### src/rtl/rv_enc_pkg.sv
// Shared types and constants for the RV32I instruction encoder.
// The optional RV_ENC_IMM_CHECK_EN build is consumed by rv_instr_encoder.
package rv_enc_pkg;

   typedef enum logic [2:0] {
      OP_R    = 3'd0,
      OP_I    = 3'd1,
      OP_LW   = 3'd2,
      OP_SW   = 3'd3,
      OP_BR   = 3'd4,
      OP_JAL  = 3'd5,
      OP_JALR = 3'd6,
      OP_HALT = 3'd7
   } op_class_e;

   localparam logic [6:0] OPC_R      = 7'b0110011;
   localparam logic [6:0] OPC_LOAD   = 7'b0000011;
   localparam logic [6:0] OPC_STORE  = 7'b0100011;
   localparam logic [6:0] OPC_BRANCH = 7'b1100011;
   localparam logic [6:0] OPC_IMM    = 7'b0010011;
   localparam logic [6:0] OPC_JAL    = 7'b1101111;
   localparam logic [6:0] OPC_JALR   = 7'b1100111;
   localparam logic [6:0] OPC_HALT   = 7'b0000000;

   localparam logic [31:0] HALT_WORD = 32'h0000_0000;

   typedef enum logic [2:0] {
      ST_IDLE,
      ST_ENC,
      ST_WRITE,
      ST_HALT_WR,
      ST_DONE
   } state_e;

   typedef struct packed {
      op_class_e   op;
      logic [4:0]  rd;
      logic [4:0]  rs1;
      logic [4:0]  rs2;
      logic [2:0]  funct3;
      logic        f7b5;
      logic [20:0] imm;
      logic        last;
   } enc_req_t;

endpackage

### src/rtl/rv_instr_encoder_word_pack.sv
// rv_word_pack: combinational field packer producing one RV32I word and
// a flag raised when the immediate does not fit its encoding.
module rv_word_pack
   import rv_enc_pkg::*;
(
   input  op_class_e   op,
   input  logic [4:0]  rd,
   input  logic [4:0]  rs1,
   input  logic [4:0]  rs2,
   input  logic [2:0]  funct3,
   input  logic        f7b5,
   input  logic [20:0] imm,
   output logic [31:0] word,
   output logic        range_bad
);

   logic s12_bad;
   logic s13_bad;
   logic shift_op;

   assign s12_bad  = !((imm[20:11] == '0) || (imm[20:11] == '1));
   assign s13_bad  = !((imm[20:12] == '0) || (imm[20:12] == '1));
   assign shift_op = (funct3 == 3'b001) || (funct3 == 3'b101);

   always_comb begin
      word      = HALT_WORD;
      range_bad = 1'b0;
      case (op)
         OP_R: word = {1'b0, f7b5, 5'b0, rs2, rs1, funct3, rd, OPC_R};
         OP_I: begin
            // shifts carry shamt in imm[4:0] and the sra/srai select in bit 30
            if (shift_op) begin
               word      = {1'b0, f7b5, 5'b0, imm[4:0], rs1, funct3, rd, OPC_IMM};
               range_bad = (imm[20:5] != '0);
            end else begin
               word      = {imm[11:0], rs1, funct3, rd, OPC_IMM};
               range_bad = s12_bad;
            end
         end
         OP_LW: begin
            word      = {imm[11:0], rs1, 3'b010, rd, OPC_LOAD};
            range_bad = s12_bad;
         end
         OP_SW: begin
            word      = {imm[11:5], rs2, rs1, 3'b010, imm[4:0], OPC_STORE};
            range_bad = s12_bad;
         end
         OP_BR: begin
            word      = {imm[12], imm[10:5], rs2, rs1, funct3, imm[4:1], imm[11], OPC_BRANCH};
            range_bad = s13_bad || imm[0];
         end
         OP_JAL: begin
            word      = {imm[20], imm[10:1], imm[11], imm[19:12], rd, OPC_JAL};
            range_bad = imm[0];
         end
         OP_JALR: begin
            word      = {imm[11:0], rs1, 3'b000, rd, OPC_JALR};
            range_bad = s12_bad;
         end
         default: word = {25'b0, OPC_HALT};
      endcase
   end

endmodule

### src/rtl/rv_instr_encoder.sv
// Packs symbolic requests into RV32I words, streams them to instruction memory
// and always terminates with HALT. Define RV_ENC_IMM_CHECK_EN for err_range.
module rv_instr_encoder
   import rv_enc_pkg::*;
#(
   parameter int ADDR_W    = 8,
   parameter int BASE_ADDR = 0
) (
   input  logic              clk,
   input  logic              reset_n,
   input  logic              start,
   input  logic              in_valid,
   output logic              in_ready,
   input  logic [2:0]        in_op,
   input  logic [4:0]        in_rd,
   input  logic [4:0]        in_rs1,
   input  logic [4:0]        in_rs2,
   input  logic [2:0]        in_funct3,
   input  logic              in_f7b5,
   input  logic [20:0]       in_imm,
   input  logic              in_last,
   output logic              mem_valid,
   input  logic              mem_ready,
   output logic [ADDR_W-1:0] mem_addr,
   output logic [31:0]       mem_data,
   output logic [ADDR_W:0]   count,
   output logic              done,
   output logic              err_range,
   output logic              err_full
);

   localparam logic [ADDR_W-1:0] BASE      = ADDR_W'(BASE_ADDR);
   localparam logic [ADDR_W-1:0] LAST_SLOT = '1;

   state_e            state_q, state_d;
   logic [ADDR_W-1:0] addr_q, addr_d, addr_inc;
   logic [ADDR_W:0]   count_q, count_d;
   enc_req_t          req_q, req_d;
   logic [31:0]       mem_data_q, mem_data_d, pack_word;
   logic              mem_valid_q, mem_valid_d;
   logic              in_ready_q, in_ready_d;
   logic              done_q, done_d;
   logic              err_range_q, err_range_d;
   logic              err_full_q, err_full_d;
   logic              range_bad, imm_flag;

   rv_word_pack u_pack (
      .op       (req_q.op),
      .rd       (req_q.rd),
      .rs1      (req_q.rs1),
      .rs2      (req_q.rs2),
      .funct3   (req_q.funct3),
      .f7b5     (req_q.f7b5),
      .imm      (req_q.imm),
      .word     (pack_word),
      .range_bad(range_bad)
   );

`ifdef RV_ENC_IMM_CHECK_EN
   assign imm_flag = range_bad;
`else
   logic unused_range_bad;
   assign unused_range_bad = range_bad;
   assign imm_flag         = 1'b0;
`endif

   assign addr_inc = addr_q + ADDR_W'(1);

   always_comb begin
      state_d     = state_q;
      addr_d      = addr_q;
      count_d     = count_q;
      req_d       = req_q;
      mem_data_d  = mem_data_q;
      mem_valid_d = mem_valid_q;
      in_ready_d  = in_ready_q;
      done_d      = done_q;
      err_range_d = err_range_q;
      err_full_d  = err_full_q;
      case (state_q)
         ST_IDLE: begin
            if (start) begin
               addr_d      = BASE;
               count_d     = '0;
               err_range_d = 1'b0;
               err_full_d  = 1'b0;
            end
            if (in_valid) begin
               req_d      = '{op: op_class_e'(in_op), rd: in_rd, rs1: in_rs1, rs2: in_rs2,
                              funct3: in_funct3, f7b5: in_f7b5, imm: in_imm, last: in_last};
               in_ready_d = 1'b0;
               state_d    = ST_ENC;
            end
         end
         ST_ENC: begin
            mem_data_d  = pack_word;
            err_range_d = err_range_q | imm_flag;
            mem_valid_d = 1'b1;
            state_d     = ST_WRITE;
         end
         ST_WRITE: begin
            if (mem_ready) begin
               addr_d  = addr_inc;
               count_d = count_q + 1'b1;
               if (req_q.op == OP_HALT) begin
                  mem_valid_d = 1'b0;
                  done_d      = 1'b1;
                  state_d     = ST_DONE;
               end else if (req_q.last || (addr_inc == LAST_SLOT)) begin
                  // the final slot is kept for HALT so the program is always terminated
                  err_full_d = err_full_q | !req_q.last;
                  mem_data_d = HALT_WORD;
                  state_d    = ST_HALT_WR;
               end else begin
                  mem_valid_d = 1'b0;
                  in_ready_d  = 1'b1;
                  state_d     = ST_IDLE;
               end
            end
         end
         ST_HALT_WR: begin
            if (mem_ready) begin
               count_d     = count_q + 1'b1;
               mem_valid_d = 1'b0;
               done_d      = 1'b1;
               state_d     = ST_DONE;
            end
         end
         ST_DONE: begin
            if (start) begin
               addr_d      = BASE;
               count_d     = '0;
               err_range_d = 1'b0;
               err_full_d  = 1'b0;
               done_d      = 1'b0;
               in_ready_d  = 1'b1;
               state_d     = ST_IDLE;
            end
         end
         default: state_d = ST_IDLE;
      endcase
   end

   always_ff @(posedge clk or negedge reset_n) begin
      if (!reset_n) begin
         state_q     <= ST_IDLE;
         addr_q      <= BASE;
         count_q     <= '0;
         req_q       <= '0;
         mem_data_q  <= '0;
         mem_valid_q <= 1'b0;
         in_ready_q  <= 1'b1;
         done_q      <= 1'b0;
         err_range_q <= 1'b0;
         err_full_q  <= 1'b0;
      end else begin
         state_q     <= state_d;
         addr_q      <= addr_d;
         count_q     <= count_d;
         req_q       <= req_d;
         mem_data_q  <= mem_data_d;
         mem_valid_q <= mem_valid_d;
         in_ready_q  <= in_ready_d;
         done_q      <= done_d;
         err_range_q <= err_range_d;
         err_full_q  <= err_full_d;
      end
   end

   assign in_ready  = in_ready_q;
   assign mem_valid = mem_valid_q;
   assign mem_addr  = addr_q;
   assign mem_data  = mem_data_q;
   assign count     = count_q;
   assign done      = done_q;
   assign err_range = err_range_q;
   assign err_full  = err_full_q;

endmodule

### config.mk
export PLATFORM = sky130hd
export DESIGN_NAME = rv_instr_encoder
export DESIGN_NICKNAME = d
export VERILOG_FILES = /design/src/rtl/rv_enc_pkg.sv /design/src/rtl/rv_instr_encoder_word_pack.sv /design/src/rtl/rv_instr_encoder.sv
export SDC_FILE = /design/constraint.sdc
export NUM_CORES = 1
export LEC_CHECK = 0
export CAP_MARGIN = 20
export CORE_ASPECT_RATIO = 1.5
export CORE_UTILIZATION = 35
export DETAILED_ROUTE_END_ITERATION = 10
export PLACE_DENSITY = 0.7
export RECOVER_POWER = 50
export SYNTH_ARGS = -nofsm -noshare
export SYNTH_HDL_FRONTEND = slang
export SYNTH_SLANG_ARGS = --single-unit
export TNS_END_PERCENT = 30
### constraint.sdc
create_clock -name clk -period 4.3 [get_ports clk]
set_input_delay 0.86 -clock clk [delete_from_list [all_inputs] [get_ports clk]]
set_output_delay 0.86 -clock clk [all_outputs]
set_load 0.01 [all_outputs]
# --- After elaboration in Yosys (flattened, before gate mapping) ---
# Index checks and enable logic that the tools add are counted.
totals:
  ff_bits: 100
  inputBits: 49
op_classes:
  eq_ne: 25
  mux: 39
  bitwise: 1
  n_reduce_logical: 22
  add_sub_neg: 2
op_table:
  columns: ["cell", "count"]
  rows:
  - ["case mux 32 bit (7 select lines)", 1]
  - ["two-way mux 32 bit", 4]
  - ["case mux 32 bit (2 select lines)", 1]
  - ["equality test 3 bit, second input constant", 6]
  - ["two-way mux 9 bit", 2]
  - ["case mux 9 bit (2 select lines)", 1]
  - ["two-way mux 1 bit", 16]
  - ["two-way mux 8 bit", 2]
  - ["inequality test 2 bit, second input constant", 8]
  - ["case mux 8 bit (2 select lines)", 1]
  - ["two-way mux 3 bit", 5]
  - ["case mux 3 bit (5 select lines)", 1]
  - ["equality test 3 x 2 -> 1 bit, second input constant", 4]
  - ["AND reduction 4 bit", 3]
  - ["AND reduction 5 bit", 2]
  - ["adder 9 x 1 -> 9 bit, second input constant", 1]
  - ["equality test 3 x 1 -> 1 bit, second input constant", 3]
  - ["case mux 1 bit (3 select lines)", 3]
  - ["nonzero test 3 bit", 3]
  - ["adder 8 x 1 -> 8 bit, second input constant", 1]
  - ["equality test 8 bit, second input constant", 1]
  - ["logical NOT 3 bit", 2]
  - ["AND reduction 3 bit", 2]
  - ["AND reduction 6 bit", 1]
  - ["10 further kinds", 15]

# --- Longest topological paths before layout ---
depth:
  ltp_word: 7
  depth_mapped: 7
  ltp_nobuf: 6

# --- Hierarchy ---
# Synthesis repeated with hierarchy kept, for this count alone.
unflattened:
  hier_cells: 481
  hier_area_um2: 5163.7
modules_own_cells:
  columns: ["mod", "area_each_um2", "seq_area_each_um2", "instances", "cells_per_inst"]
  rows:
  - ["rv_instr_encoder", 4330.4, 2503.7, 1, 344]
  - ["rv_word_pack", 833.3, 0.0, 1, 137]

# --- Least setup slack after synthesis ---
# OpenSTA, ideal clock, no wires.
synth_path:
  path_kind: "input port to flip-flop"
  startpoint: "input port mem_ready"
  endpoint: "register count_q[5] (netlist: count[5])"
  arrival_time_ps: 2079
  stages: 6
  setup_ps: 78
  setup_slack_ps: 2143
  required_time_ps: 4222
  cell_sequence: "buf_2 and3b_1 clkbuf_1 o2111ai_1 or3_1 a21oi_1"
synth_between:
  elab_chain_len: 2
synth_rtl:
  columns: ["element", "line", "source"]
  rows:
  - ["from (decl)", "rv_instr_encoder.sv:23", "input logic mem_ready,"]
  - ["inequality test 2 x 1 -> 1 bit (no source line)", null, null]
  - ["AND reduction 3 bit (no source line)", null, null]
  - ["to (signal assigned)", "rv_instr_encoder.sv:159", "count_q <= count_d;"]
  - ["to (decl)", "rv_instr_encoder.sv:37", "logic [ADDR_W:0] count_q, count_d;"]
# No other way between the ends.
# A chain may end at the register's enable or synchronous reset.

# --- Final worst setup path ---
layout_path:
  startpoint: "input port in_valid"
  endpoint: "register req_q[33] (netlist name)"
layout_between:
  elab_chain_len: 1
layout_rtl:
  columns: ["element", "line", "source"]
  rows:
  - ["from (decl)", "rv_instr_encoder.sv:12", "input logic in_valid,"]
  - ["AND reduction 2 bit (no source line)", null, null]
  - ["to (signal assigned)", "rv_instr_encoder.sv:160", "req_q <= req_d;"]
  - ["to (decl)", "rv_instr_encoder.sv:38", "enc_req_t req_q, req_d;"]
# No other way between the ends.

==> flow_metrics.env <==
export IMPL_synth_compound_area_share_pct=17.38
export IMPL_drv_slew=78
export IMPL_grt_busiest_layer="met2"
export IMPL_start_util_pct=36.05
export IMPL_clkPwrFrac_pct=20.2
export IMPL_cap_violations=1
export IMPL_met3_usage_pct=2.562
export IMPL_muxShareOfSynthArea_pct=11.97
export IMPL_worstSetupPathType="input pin to flop"
export IMPL_io_pins=103
export IMPL_layout_common_cells="dfrtp_1, clkdlybuf4s50_1, mux2_2"
export IMPL_place_area_sq_mm=0.005847
export IMPL_synthXorXnorAreaFrac_pct=1.486
export IMPL_synthArstFlopShare_pct=100.0
export IMPL_final_hold_viol_count=0
export IMPL_synth_top_cell_area_share_pct=52.00
export IMPL_layout_commonest_cell="dfrtp_1"
export IMPL_gp_congestion=0.8001
export IMPL_cts_tree="done"
export IMPL_grt_pass1_wl_um=19040
export IMPL_p_seq_share_pct=37.5
export IMPL_clock_fmax_mhz=382.3
export IMPL_ys_dominant_reg_cell="dfrtp_1"
export IMPL_cts_max_path_buffers=2
export IMPL_crit_path_end_kind="flop"
export IMPL_grt_max_degree=78
export IMPL_grt_antenna_before_repair=0
export IMPL_period_needed_ps=2616
export IMPL_antennaDiodeCount=0
export IMPL_area_growth_syn_to_layout_pct=30.88
export IMPL_synth_fa_ha_area_share_pct=0.7960
export IMPL_ir_worst_vdd_v=0.0003125
export IMPL_coreArea_sq_mm=0.01308
export IMPL_yosysSeqAreaShare_pct=52.56
export IMPL_status="finished with violations"
export IMPL_cts_setup_buffers=0
export IMPL_leakagePower_nw=2.580
export IMPL_worstPathRequired_ps=4520
export IMPL_htreeDepth=3
export IMPL_drt_initial_drc_count=93
export IMPL_nets=570
export IMPL_crit_slowest_cell="nor2_4"
export IMPL_finalSetupViolCount=0
export IMPL_final_area_sq_mm=0.006172
export IMPL_use_met2_pct=31.39
export IMPL_synth_top_cell_by_area="dfrtp_1"
export IMPL_pwr_share_comb_pct=42.2
export IMPL_synth_simple_area_share_pct=12.07
export IMPL_drive_gt1_share_pct=13.77
export IMPL_worstPathCellList="clkdlybuf4s50_1 -> nand2_1 -> nor2_4 -> buf_4 -> mux2_2"
export IMPL_p_int_mw=2.779
export IMPL_start_kind="input pin"
export IMPL_rsz0062_at_grt="false"
export IMPL_grt_util_met1_pct=20.24
export IMPL_vias_per_cell=5.386
export IMPL_violations="capacitance limit, slew limit"
export IMPL_fin_crit_sh_pct=60.84
export IMPL_cts_clk_slew_worst_paths_ps=70
export IMPL_netlist_area_sq_mm=0.004716
export IMPL_yosysUniqueCellTypes=48
export IMPL_path_max_fanout=28
export IMPL_p_per_area_mw_per_mm2=705.0
export IMPL_wirelength_um=11590
export IMPL_cp_arrival_ps=2840
export IMPL_vias=3673
export IMPL_tightest_slew_ps=1960
export IMPL_cts_buffers=9
export IMPL_syn_nets=480
export IMPL_syn_avg_cell_area_sq_um=11.02
export IMPL_die_area_sq_mm=0.01395
export IMPL_max_slew_margin_rel_pct=-30.66
export IMPL_overflow=0
export IMPL_fin_setup_tns_ps=0
export IMPL_io_buffers=101
export IMPL_ys_ff_latch=99
export IMPL_slowest_delay_ps=640
export IMPL_crit_buf_inv=2
export IMPL_hp_class="flop to flop"
export IMPL_wire_per_inst_um=16.99
export IMPL_crit_family="buffers and inverters"
export IMPL_skew_ps=6.173
export IMPL_synth_top_family_by_area="compound AO/OA/AOI/OAI gates"
export IMPL_swShare_pct=36.13
export IMPL_cts_repair_resize_count=0
export IMPL_rows=51
export IMPL_hpwl_um=8304
export IMPL_grtUsageTotal_pct=17.12
export IMPL_yosysWarnings=0
export IMPL_postCtsHoldBufs=0
export IMPL_power_switching_mw=1.572
export IMPL_syn_inst=428
export IMPL_grt_pass1_vias=3863
export IMPL_die_w_um=96.78
export IMPL_cts_root_buf="clkbuf_16"
export IMPL_synth_edf_count=0
export IMPL_dr_pass1_iters=4
export IMPL_drc=0
export IMPL_clock_latency_ps=340
export IMPL_synthTopCellsByArea="dfrtp_1, mux2_2, o2bb2ai_1"
export IMPL_clkSinkCount=99
export IMPL_fp_dieH_um=144.2
export IMPL_ant_nets=0
==> cell usage after synthesis (3+ instances only) <==
library cell and count:
a211oi_1 6, a21o_1 3, a21oi_1 29, a22o_1 15, a31oi_1 3, and3_1 5, buf_2 6, clkbuf_1 18
dfrtp_1 98, ha_1 3, inv_1 9, mux2_2 43, mux2i_1 8, nand2_1 32, nand2b_1 9, nand3_1 8
nor2_1 20, nor2b_1 14, nor3b_1 9, o2111ai_1 4, o21ai_0 26, o2bb2ai_1 17, o31ai_1 4, xnor2_1 3
xor2_1 5
==> path summary, 6_finish.rpt <==
path                                    from           end  slack [ps]  cells past startpoint
worst min-delay path            mem_data[20]  mem_data[20]         490                      1
worst max-delay path                in_valid     req_q[33]        1680                      5
worst max register to register    state_q[1]     req_q[33]        1840                      5
worst min register to register  mem_data[20]  mem_data[20]         490                      1
max in group asynchronous            reset_n      in_ready        1950                      2
min in group asynchronous            reset_n     req_q[30]        1070                      1
==> sequential cells by signal, indices dropped and copies added, names as in the netlist <==
register   flops
mem_data      31
count          9
req_q         44
done           1
err_full       1
mem_valid      1
in_ready       1
state_q        3
mem_addr       8
==> power by group through the flow <==
stage / combinational, mW / clock [mW] / sequential (mW)
floorplan: 1.25 / 0 / 1.60
global placement: 1.81 / 0 / 1.64
detailed placement: 1.88 / 0 / 1.65
CTS: 1.89 / 0.892 / 1.64
global route: 2.03 / 0.939 / 1.69
finish: 1.84 / 0.880 / 1.63
==> worst reg2reg max path, delay by kind of cell (launching register included) <==
family	cells	cell delay, ps
AND/OR/NAND/NOR	3	1080
flip-flops	1	510
buffers and inverters	1	390
multiplexers	1	380
==> metal layers <==
metal	part of all wire, %	vias to the layer above
met5	0	-
met4	1.7	0
met3	3.5	17
met2	53	98
met1	42	1825
li1	-	1733
==> logic make-up (layout without fill, tap and decap cells) <==
logic type	after synthesis	count (layout)
compound gates	120	120
xor+xnor	8	8
fa+ha+maj	3	3
buf+inv	38	133
flops	99	99
mux	51	51
other cells	1	1
simple gates	108	108
==> layout make-up <==
type,count,area [sq um]
flip-flops and latches,99,2479
repair buffers,108,1059
inverters,9,33.78
well taps,159,198.9
fillers,1185,6909
clock buffers,10,239.0
clock inverters,6,88.84
multi-input cells,291,2074
==> stage by stage <==
| step | cells | worst slack (ps) | hold WS (ps) | total power, mW | util [%] |
|---|---|---|---|---|---|
| floorplan | 428 | 2143 | 462.0 | 2.843 | - |
| global placement | 666 | 1307 | 473.9 | 3.447 | 44.70 |
| detailed placement | 666 | 1293 | 477.7 | 3.529 | 44.70 |
| CTS | 682 | 1652 | 493.8 | 4.416 | 47.20 |
| global route | 682 | 1587 | 509.9 | 4.660 | 47.18 |
| finish | 682 | 1684 | 487.1 | 4.351 | 47.18 |
Note: power is estimated with default switching activity, not from simulation.
